[src/rtl/reg_writeback_unit_if.sv]
// Signal bundle between the ALU / mul-div pipelines, decode and the register
// file write port.
interface reg_writeback_unit_if;
    logic        ALU_VALID;
    logic [4:0]  ALU_RD;
    logic [31:0] ALU_DATA;
    logic        MUL_VALID;
    logic        MUL_READY;
    logic [4:0]  MUL_RD;
    logic [31:0] MUL_DATA;
    logic        ISSUE_VALID;
    logic [4:0]  ISSUE_RD;
    logic [4:0]  QUERY_ADDR1;
    logic [4:0]  QUERY_ADDR2;
    logic        PENDING1;
    logic        PENDING2;
    logic [31:0] BUSY_MASK;
    logic [31:0] WRITE_DATA;
    logic [4:0]  WRITE_ADDRESS;
    logic        WRITE_ENABLE;
    logic        WAW_ERR;

    modport master (
        output ALU_VALID, ALU_RD, ALU_DATA, MUL_VALID, MUL_RD, MUL_DATA,
               ISSUE_VALID, ISSUE_RD, QUERY_ADDR1, QUERY_ADDR2,
        input  MUL_READY, PENDING1, PENDING2, BUSY_MASK,
               WRITE_DATA, WRITE_ADDRESS, WRITE_ENABLE, WAW_ERR
    );

    modport slave (
        input  ALU_VALID, ALU_RD, ALU_DATA, MUL_VALID, MUL_RD, MUL_DATA,
               ISSUE_VALID, ISSUE_RD, QUERY_ADDR1, QUERY_ADDR2,
        output MUL_READY, PENDING1, PENDING2, BUSY_MASK,
               WRITE_DATA, WRITE_ADDRESS, WRITE_ENABLE, WAW_ERR
    );
endinterface

[src/rtl/reg_writeback_unit.sv]
// Merges ALU and mul/div results onto the single register-file write port,
// buffering mul/div results and tracking outstanding mul/div destinations.
module reg_writeback_unit #(
    parameter int FIFO_DEPTH = 2,
    parameter int PTR_W      = $clog2(FIFO_DEPTH)
) (
    input logic                CLK,
    input logic                RESET,
    reg_writeback_unit_if.slave wb
);

    localparam logic [PTR_W:0] FULL_CNT = (PTR_W+1)'(FIFO_DEPTH);

    logic [4:0]       fifo_rd_q   [FIFO_DEPTH];
    logic [4:0]       fifo_rd_d   [FIFO_DEPTH];
    logic [31:0]      fifo_data_q [FIFO_DEPTH];
    logic [31:0]      fifo_data_d [FIFO_DEPTH];
    logic [PTR_W-1:0] rd_ptr_q, rd_ptr_d;
    logic [PTR_W-1:0] wr_ptr_q, wr_ptr_d;
    logic [PTR_W:0]   count_q, count_d;
    logic [31:0]      busy_q, busy_d;
    logic             we_q, we_d;
    logic [4:0]       waddr_q, waddr_d;
    logic [31:0]      wdata_q, wdata_d;
    logic             waw_q, waw_d;

    logic        mul_ready, alu_sel, push, pop, pop_wr, issue;
    logic [4:0]  head_rd;
    logic [31:0] head_data;

    // Readiness depends on state only, so a full FIFO refuses a push even
    // in the cycle it pops.
    assign mul_ready = (count_q != FULL_CNT);

    always_comb begin
        fifo_rd_d   = fifo_rd_q;
        fifo_data_d = fifo_data_q;
        rd_ptr_d    = rd_ptr_q;
        wr_ptr_d    = wr_ptr_q;
        count_d     = count_q;
        busy_d      = busy_q;
        we_d        = 1'b0;
        waddr_d     = waddr_q;
        wdata_d     = wdata_q;
        waw_d       = waw_q;

        alu_sel   = wb.ALU_VALID && (wb.ALU_RD != 5'd0);
        push      = wb.MUL_VALID && mul_ready;
        pop       = !alu_sel && (count_q != '0);
        head_rd   = fifo_rd_q[rd_ptr_q];
        head_data = fifo_data_q[rd_ptr_q];
        pop_wr    = pop && (head_rd != 5'd0);
        issue     = wb.ISSUE_VALID && (wb.ISSUE_RD != 5'd0);

        if (push) begin
            fifo_rd_d[wr_ptr_q]   = wb.MUL_RD;
            fifo_data_d[wr_ptr_q] = wb.MUL_DATA;
            wr_ptr_d              = wr_ptr_q + PTR_W'(1);
        end
        if (pop)
            rd_ptr_d = rd_ptr_q + PTR_W'(1);

        case ({push, pop})
            2'b10:   count_d = count_q + (PTR_W+1)'(1);
            2'b01:   count_d = count_q - (PTR_W+1)'(1);
            default: count_d = count_q;
        endcase

        if (alu_sel) begin
            we_d    = 1'b1;
            waddr_d = wb.ALU_RD;
            wdata_d = wb.ALU_DATA;
        end else if (pop_wr) begin
            we_d    = 1'b1;
            waddr_d = head_rd;
            wdata_d = head_data;
        end

        // Clear first so a same-cycle issue to the same register wins.
        if (pop_wr)
            busy_d[head_rd] = 1'b0;
        if (issue)
            busy_d[wb.ISSUE_RD] = 1'b1;
        busy_d[0] = 1'b0;

        if ((alu_sel && busy_q[wb.ALU_RD]) || (issue && busy_q[wb.ISSUE_RD]))
            waw_d = 1'b1;
    end

    always_ff @(posedge CLK) begin
        if (!RESET) begin
            for (int i = 0; i < FIFO_DEPTH; i++) begin
                fifo_rd_q[i]   <= '0;
                fifo_data_q[i] <= '0;
            end
            rd_ptr_q <= '0;
            wr_ptr_q <= '0;
            count_q  <= '0;
            busy_q   <= '0;
            we_q     <= 1'b0;
            waddr_q  <= '0;
            wdata_q  <= '0;
            waw_q    <= 1'b0;
        end else begin
            fifo_rd_q   <= fifo_rd_d;
            fifo_data_q <= fifo_data_d;
            rd_ptr_q    <= rd_ptr_d;
            wr_ptr_q    <= wr_ptr_d;
            count_q     <= count_d;
            busy_q      <= busy_d;
            we_q        <= we_d;
            waddr_q     <= waddr_d;
            wdata_q     <= wdata_d;
            waw_q       <= waw_d;
        end
    end

    assign wb.MUL_READY     = mul_ready;
    assign wb.BUSY_MASK     = busy_q;
    assign wb.PENDING1      = busy_q[wb.QUERY_ADDR1];
    assign wb.PENDING2      = busy_q[wb.QUERY_ADDR2];
    assign wb.WRITE_ENABLE  = we_q;
    assign wb.WRITE_ADDRESS = waddr_q;
    assign wb.WRITE_DATA    = wdata_q;
    assign wb.WAW_ERR       = waw_q;

endmodule

[src/flat_wrapper.sv]
// flat-port wrapper written by rule: the top's interface ports become plain ports
module reg_writeback_unit_flat 
#(
    parameter int FIFO_DEPTH = 2,
    parameter int PTR_W      = $clog2(FIFO_DEPTH)
)
  (CLK, RESET, wb_ALU_VALID, wb_ALU_RD, wb_ALU_DATA, wb_MUL_VALID, wb_MUL_RD, wb_MUL_DATA, wb_ISSUE_VALID, wb_ISSUE_RD, wb_QUERY_ADDR1, wb_QUERY_ADDR2, wb_MUL_READY, wb_PENDING1, wb_PENDING2, wb_BUSY_MASK, wb_WRITE_DATA, wb_WRITE_ADDRESS, wb_WRITE_ENABLE, wb_WAW_ERR);
  reg_writeback_unit_if wb_i ();
  input logic CLK;
  input logic RESET;
  input wire logic [$bits(wb_i.ALU_VALID)-1:0] wb_ALU_VALID;
  input wire logic [$bits(wb_i.ALU_RD)-1:0] wb_ALU_RD;
  input wire logic [$bits(wb_i.ALU_DATA)-1:0] wb_ALU_DATA;
  input wire logic [$bits(wb_i.MUL_VALID)-1:0] wb_MUL_VALID;
  input wire logic [$bits(wb_i.MUL_RD)-1:0] wb_MUL_RD;
  input wire logic [$bits(wb_i.MUL_DATA)-1:0] wb_MUL_DATA;
  input wire logic [$bits(wb_i.ISSUE_VALID)-1:0] wb_ISSUE_VALID;
  input wire logic [$bits(wb_i.ISSUE_RD)-1:0] wb_ISSUE_RD;
  input wire logic [$bits(wb_i.QUERY_ADDR1)-1:0] wb_QUERY_ADDR1;
  input wire logic [$bits(wb_i.QUERY_ADDR2)-1:0] wb_QUERY_ADDR2;
  output wire logic [$bits(wb_i.MUL_READY)-1:0] wb_MUL_READY;
  output wire logic [$bits(wb_i.PENDING1)-1:0] wb_PENDING1;
  output wire logic [$bits(wb_i.PENDING2)-1:0] wb_PENDING2;
  output wire logic [$bits(wb_i.BUSY_MASK)-1:0] wb_BUSY_MASK;
  output wire logic [$bits(wb_i.WRITE_DATA)-1:0] wb_WRITE_DATA;
  output wire logic [$bits(wb_i.WRITE_ADDRESS)-1:0] wb_WRITE_ADDRESS;
  output wire logic [$bits(wb_i.WRITE_ENABLE)-1:0] wb_WRITE_ENABLE;
  output wire logic [$bits(wb_i.WAW_ERR)-1:0] wb_WAW_ERR;
  assign wb_i.ALU_VALID = wb_ALU_VALID;
  assign wb_i.ALU_RD = wb_ALU_RD;
  assign wb_i.ALU_DATA = wb_ALU_DATA;
  assign wb_i.MUL_VALID = wb_MUL_VALID;
  assign wb_i.MUL_RD = wb_MUL_RD;
  assign wb_i.MUL_DATA = wb_MUL_DATA;
  assign wb_i.ISSUE_VALID = wb_ISSUE_VALID;
  assign wb_i.ISSUE_RD = wb_ISSUE_RD;
  assign wb_i.QUERY_ADDR1 = wb_QUERY_ADDR1;
  assign wb_i.QUERY_ADDR2 = wb_QUERY_ADDR2;
  assign wb_MUL_READY = wb_i.MUL_READY;
  assign wb_PENDING1 = wb_i.PENDING1;
  assign wb_PENDING2 = wb_i.PENDING2;
  assign wb_BUSY_MASK = wb_i.BUSY_MASK;
  assign wb_WRITE_DATA = wb_i.WRITE_DATA;
  assign wb_WRITE_ADDRESS = wb_i.WRITE_ADDRESS;
  assign wb_WRITE_ENABLE = wb_i.WRITE_ENABLE;
  assign wb_WAW_ERR = wb_i.WAW_ERR;
  reg_writeback_unit #(.FIFO_DEPTH(FIFO_DEPTH), .PTR_W(PTR_W)) u_core (.CLK(CLK), .RESET(RESET), .wb(wb_i));
endmodule
[config.mk]
export PLATFORM = sky130hd
export DESIGN_NAME = reg_writeback_unit_flat
export DESIGN_NICKNAME = d
export VERILOG_FILES = /design/src/rtl/reg_writeback_unit_if.sv /design/src/rtl/reg_writeback_unit.sv /design/src/flat_wrapper.sv
export SDC_FILE = /design/constraint.sdc
export NUM_CORES = 1
export LEC_CHECK = 0
export ABC_AREA = 1
export ABC_CLOCK_PERIOD_IN_PS = 5700
export CAP_MARGIN = 20
export CORE_MARGIN = 2
export CORE_UTILIZATION = 40
export CTS_BUF_LIST = sky130_fd_sc_hd__clkbuf_4 sky130_fd_sc_hd__clkbuf_8 sky130_fd_sc_hd__clkbuf_16
export DETAILED_ROUTE_END_ITERATION = 8
export PLACE_DENSITY_LB_ADDON = 0.25
export SYNTH_ARGS = -nofsm -noshare
export SYNTH_HDL_FRONTEND = slang
export SYNTH_SLANG_ARGS = --single-unit
[constraint.sdc]
create_clock -name CLK -period 5.7 [get_ports CLK]
set_input_delay 1.14 -clock CLK [delete_from_list [all_inputs] [get_ports CLK]]
set_output_delay 1.14 -clock CLK [all_outputs]
set_load 0.01 [all_outputs]
# --- Word level (Yosys, flattened, before mapping) ---
# Cells that the tools add are included.
totals:
  ff_bits: 149
  inputBits: 94
  output_inout_bits: 74
  word_cells: 86
classes:
  add_sub_neg: 4
  n_lt_le_gt_ge: 10
  n_eq_ne: 3
  mux: 33
  n_bitwise: 5
  reduce_logical: 18
op_table:
  columns: ["cell", "n"]
  rows:
  - ["$mux W32", 8]
  - ["$bwmux W64", 1]
  - ["$and A32 B32 Y32", 1]
  - ["$demux W32 S1", 1]
  - ["$not A32 Y32", 1]
  - ["$or A32 B32 Y32", 1]
  - ["$lt A5 B6 Y1 const B", 5]
  - ["$mux W5", 6]
  - ["$bmux W1 S5", 4]
  - ["$reduce_bool A5 Y1", 3]
  - ["$bwmux W10", 1]
  - ["$demux W1 S5", 2]
  - ["$ge A5 B1 Y1 const B", 2]
  - ["$logic_and A1 B1 Y1", 10]
  - ["$mux W1", 8]
  - ["$reduce_bool A2 Y1", 3]
  - ["$demux W5 S1", 1]
  - ["$ge A2 B2 Y1 const B", 2]
  - ["$not A1 Y2", 2]
  - ["$pmux W2 S2", 1]
  - ["$add A1 B1 Y1 const B", 2]
  - ["$add A2 B1 Y2 const B", 1]
  - ["$eq A2 B1 Y1 const B", 1]
  - ["$eq A2 B2 Y1 const B", 1]
  - ["other kinds (5)", 5]

# --- Depth between registers and ports, before layout ---
depth:
  ltp_word: 13
  mapped_depth: 13
  mapped_depth_nobuf: 11

# --- Least setup slack after synthesis ---
# No wires, ideal clock.
synth_path:
  path_kind: "input-to-output"
  startpoint: "input port wb_QUERY_ADDR2[0]"
  endpoint: "output port wb_PENDING2"
  arrival_ps: 2276
  t_required_ps: 4560
  setup_slack_ps: 2284
  path_stages: 10
  n_path_buf: 2
  path_cell_list: "clkbuf_1 -> inv_1 -> clkbuf_1 -> o21ai_0 -> a21oi_1 -> o21ai_0 -> nand3_1 -> nand2_1 -> nand2_1 -> nand2_1"
synth_via:
  elab_chain_len: 2
synth_rtl:
  columns: ["item", "line", "source"]
  rows:
  - ["from (decl)", "flat_wrapper.sv:20", "input wire logic [$bits(wb_i.QUERY_ADDR2)-1:0] wb_QUERY_ADDR2;"]
  - ["$bmux W1 S5", "reg_writeback_unit.sv:121", "assign wb.PENDING2 = busy_q[wb.QUERY_ADDR2];"]
  - ["$mux W1 (implied by the code)", "reg_writeback_unit.sv:121", null]
  - ["to (decl)", "flat_wrapper.sv:23", "output wire logic [$bits(wb_i.PENDING2)-1:0] wb_PENDING2;"]
# Every way passes these cells. The select of a mux whose other input is x is not followed.

# --- Worst setup path after layout ---
layout_path:
  startpoint: "input port wb_QUERY_ADDR1[0]"
  endpoint: "output port wb_PENDING1"
layout_via:
  elab_chain_len: 2
layout_rtl:
  columns: ["item", "line", "source"]
  rows:
  - ["from (decl)", "flat_wrapper.sv:19", "input wire logic [$bits(wb_i.QUERY_ADDR1)-1:0] wb_QUERY_ADDR1;"]
  - ["$bmux W1 S5", "reg_writeback_unit.sv:120", "assign wb.PENDING1 = busy_q[wb.QUERY_ADDR1];"]
  - ["$mux W1 (implied by the code)", "reg_writeback_unit.sv:120", null]
  - ["to (decl)", "flat_wrapper.sv:22", "output wire logic [$bits(wb_i.PENDING1)-1:0] wb_PENDING1;"]
# Every way passes these cells. The select of a mux whose other input is x is not followed.

==> impl_metrics.yaml <==
floorplan:
  num_rows: 50
  initial_core_util: 0.408
  core_area_mm2: 0.0187
  fp.dieH_um: 142
  ios: 168
  die_area_mm2: 0.0202
  chipWidth_um: 142
yosys:
  muxShareOfSynthArea: 0
  synth_top_family_by_area: "simple AND/OR/NAND/NOR gates"
  synth_cell_type_count: 29
  synthSimpleGateAreaFrac: 0.284
  yosysTopAreaCellShare: 0.388
  avgSynthCellArea_um2: 6.24
  async_reset_ff_frac: 0
  synth_fa_ha_area_frac: 0.00164
  ys.flop_type: "dfxtp_1"
  netlist_instances: 1223
  synth_compound_area_frac: 0.232
  synth_seq_area_share: 0.388
  netlist_area_mm2: 0.00764
  synthTopCellsByArea: "dfxtp_1, nand2_1, o21ai_0"
  synth_edf_count: 0
  synth_largest_area_cell: "dfxtp_1"
  ys_ff_latch: 148
  syn_nets: 1318
  synthXorXnorAreaFrac: 0
  yosys_warnings: 0
timing:
  setup_tns_ps: 0
  slew_headroom: 0.365
  period_share: 0.793
  rsz0062_at_grt: "no"
  drv_slew: 0
  hold_violations: 0
  timing.fmax_mhz: 221
  finalSetupViolations: 0
  worst_slew_pin_slew_ps: 952
  finClkSkew_ps: 11.4
  min_period_ps: 4520
cells_and_area:
  drive_above_1_share: 0.0434
  nets: 1442
  final_core_util: 0.533
  multi_input_comb_area_mm2: 0.00396
  seqCellArea_mm2: 0.00296
  num-fill-cells: 1880
  area_growth_pct: 30.5
  antenna_cells: 0
clocking:
  cts.sinks: 148
  numCtsBuffers: 17
  cts_buffer_depth: 2
  post_cts_buffers: 0
  clk_latency_ps: 420
  cts_hold_buf: 0
  cts_tree: "built"
  htree_levels: 4
  post_cts_resized: 0
  clk_pin_slew_ps: 60
  root_buffer: "clkbuf_16"
routing:
  drt_iter0_markers: 579
  dr_total_vias: 8279
  wl_per_cell_um: 15.5
  viasPerCell: 5.20
  drt-pass1-iter-count: 5
  drc_errors: 0
  postRouteAntennaNets: 0
  drt_wl_total_um: 24700
setup_path:
  end_kind: "primary output"
  worst-r2r-cell-count: 11
  path_max_fanout: 20
  rr_endpoint: "u_core.wb.WRITE_DATA[1]$_SDFFE_PN0P_"
  reg2reg_slack_ps: 2300
  cp.required_ps: 4560
  cp-start-kind: "input pin"
  crit_arrival_ps: 3380
  rr_startpoint: "u_core.rd_ptr_q$_SDFFE_PN0P_"
  critPathKind: "in2out"
global_routing:
  grt-ovfl-total: 0
  grt_pass1_wl_um: 38300
  grt_max_degree: 115
  antenna_found_initial: 1
  grt_pass1_vias: 7335
  grt_usage: 0.241
worst_hold_path:
  hold_class: "reg2reg"
  hp-start: "u_core.fifo_rd_q[9]$_SDFFE_PN0P_"
  holdPathStages: 2
  whs_endpoint: "u_core.fifo_rd_q[9]$_SDFFE_PN0P_"
power_and_ir_drop:
  leakagePower_uw: 0.00408
  max-vdd-ir-drop_v: 0.000311
  power_density_mw_per_mm2: 324
placed_design:
  portBuffers: 166
  place_congestion: 0.986
  post-dp-hpwl_um: 16200
outcome:
  status: "finished, final reports clean"
job:
  max_cap_violations: 0
-- per-stage QoR --
step	hold WS, ps	cell area (µm²)	instances	setup slack, ps	total power (µW)
floorplan	424	7640	1223	2280	1780
global placement	434	9320	1561	1260	2070
detailed placement	439	9320	1561	1200	2080
CTS	448	9940	1592	1190	3250
global route	465	9960	1593	843	3410
finish	444	9960	1593	1180	3230
-- synth_stat cells, drive strengths merged, types with 3 or more instances --
cell type  count
nor3           3
a21oi        102
clkinv         3
o21ai        234
buf           17
clkbuf        53
dfxtp        148
nand3         37
nor2         180
nand2        331
o211ai         7
inv          101
-- critical path, cell delays in order --
cell and delay [ps]:
clkdlybuf4s50_1 660, inv_1 300, a21oi_1 200, o21ai_0 100, o21ai_0 100, o21ai_0 80, o21ai_0 140, nand2_1 60
nand2_1 60, clkdlybuf4s50_1 520
-- kinds of logic (layout without fill, tap and decap cells) --
kind of cell,after synthesis,after routing
adder cells (fa/ha/maj),1,1
buffers and inverters,174,310
AO/OA/AOI/OAI,346,346
other,1,1
flip-flops,148,148
AND/OR/NAND/NOR,553,553
-- sequential cells by signal, indices dropped and copies added (netlist names) --
name and flops:
u_core.count_q 2, u_core.fifo_data_q 64, u_core.fifo_rd_q 10, u_core.rd_ptr_q 1, u_core.wb.BUSY_MASK 31, u_core.wb.WAW_ERR 1, u_core.wb.WRITE_ADDRESS 5, u_core.wb.WRITE_DATA 32
u_core.wb.WRITE_ENABLE 1, u_core.wr_ptr_q 1
-- cells in the final DEF (no fill, tap or decap), types with 2 or more instances in the layout --
master and count:
nor2_4 2, clkinv_1 3, nand2_1 327, buf_4 8
inv_1 95, o21ai_0 212, bufinv_16 3, inv_6 3
clkbuf_16 17, clkinv_4 3, nand2_4 2, o21ai_1 22
clkdlybuf4s50_1 165, nand3_1 36, o211ai_1 7, dfxtp_1 147
inv_2 6, nor2_1 176, nand2_2 2, a21oi_1 101
nor3_1 3, nor2_2 2, clkinvlp_4 2
-- power breakdown --
part | total (µW) | internal (µW) | switching [µW]
Clock | 1160 | 706 | 455
Sequential | 1240 | 1170 | 75.4
Combinational | 828 | 313 | 515
Total | 3230 | 2190 | 1050
-- layer usage --
metal	wire [µm]	track usage
met1	11200	0.334
met2	10800	0.363
met3	1830	0.0495
met4	881	0.101
met5	13	0
-- area by class of cell --
| class | instances | share of cell area |
|---|---|---|
| tap | 234 | 0.0294 |
| clock buffer | 18 | 0.0441 |
| inverter | 104 | 0.0392 |
| multi-input combinational | 901 | 0.397 |
| timing repair buffer | 175 | 0.175 |
| sequential | 148 | 0.297 |
| clock inverter | 13 | 0.0175 |
-- how the worst max path moves through the flow --
stage | startpoint | slack [ps] | to | depth (start not counted)
floorplan | wb_QUERY_ADDR2[0] | 2280 | wb_PENDING2 | 10
global placement | wb_QUERY_ADDR1[0] | 1260 | wb_PENDING1 | 10
detailed placement | wb_QUERY_ADDR1[0] | 1200 | wb_PENDING1 | 10
CTS | wb_QUERY_ADDR1[0] | 1190 | wb_PENDING1 | 10
global route | wb_QUERY_ADDR1[0] | 840 | wb_PENDING1 | 10
finish | wb_QUERY_ADDR1[0] | 1180 | wb_PENDING1 | 10
Note: power is estimated with default switching activity, not from simulation.
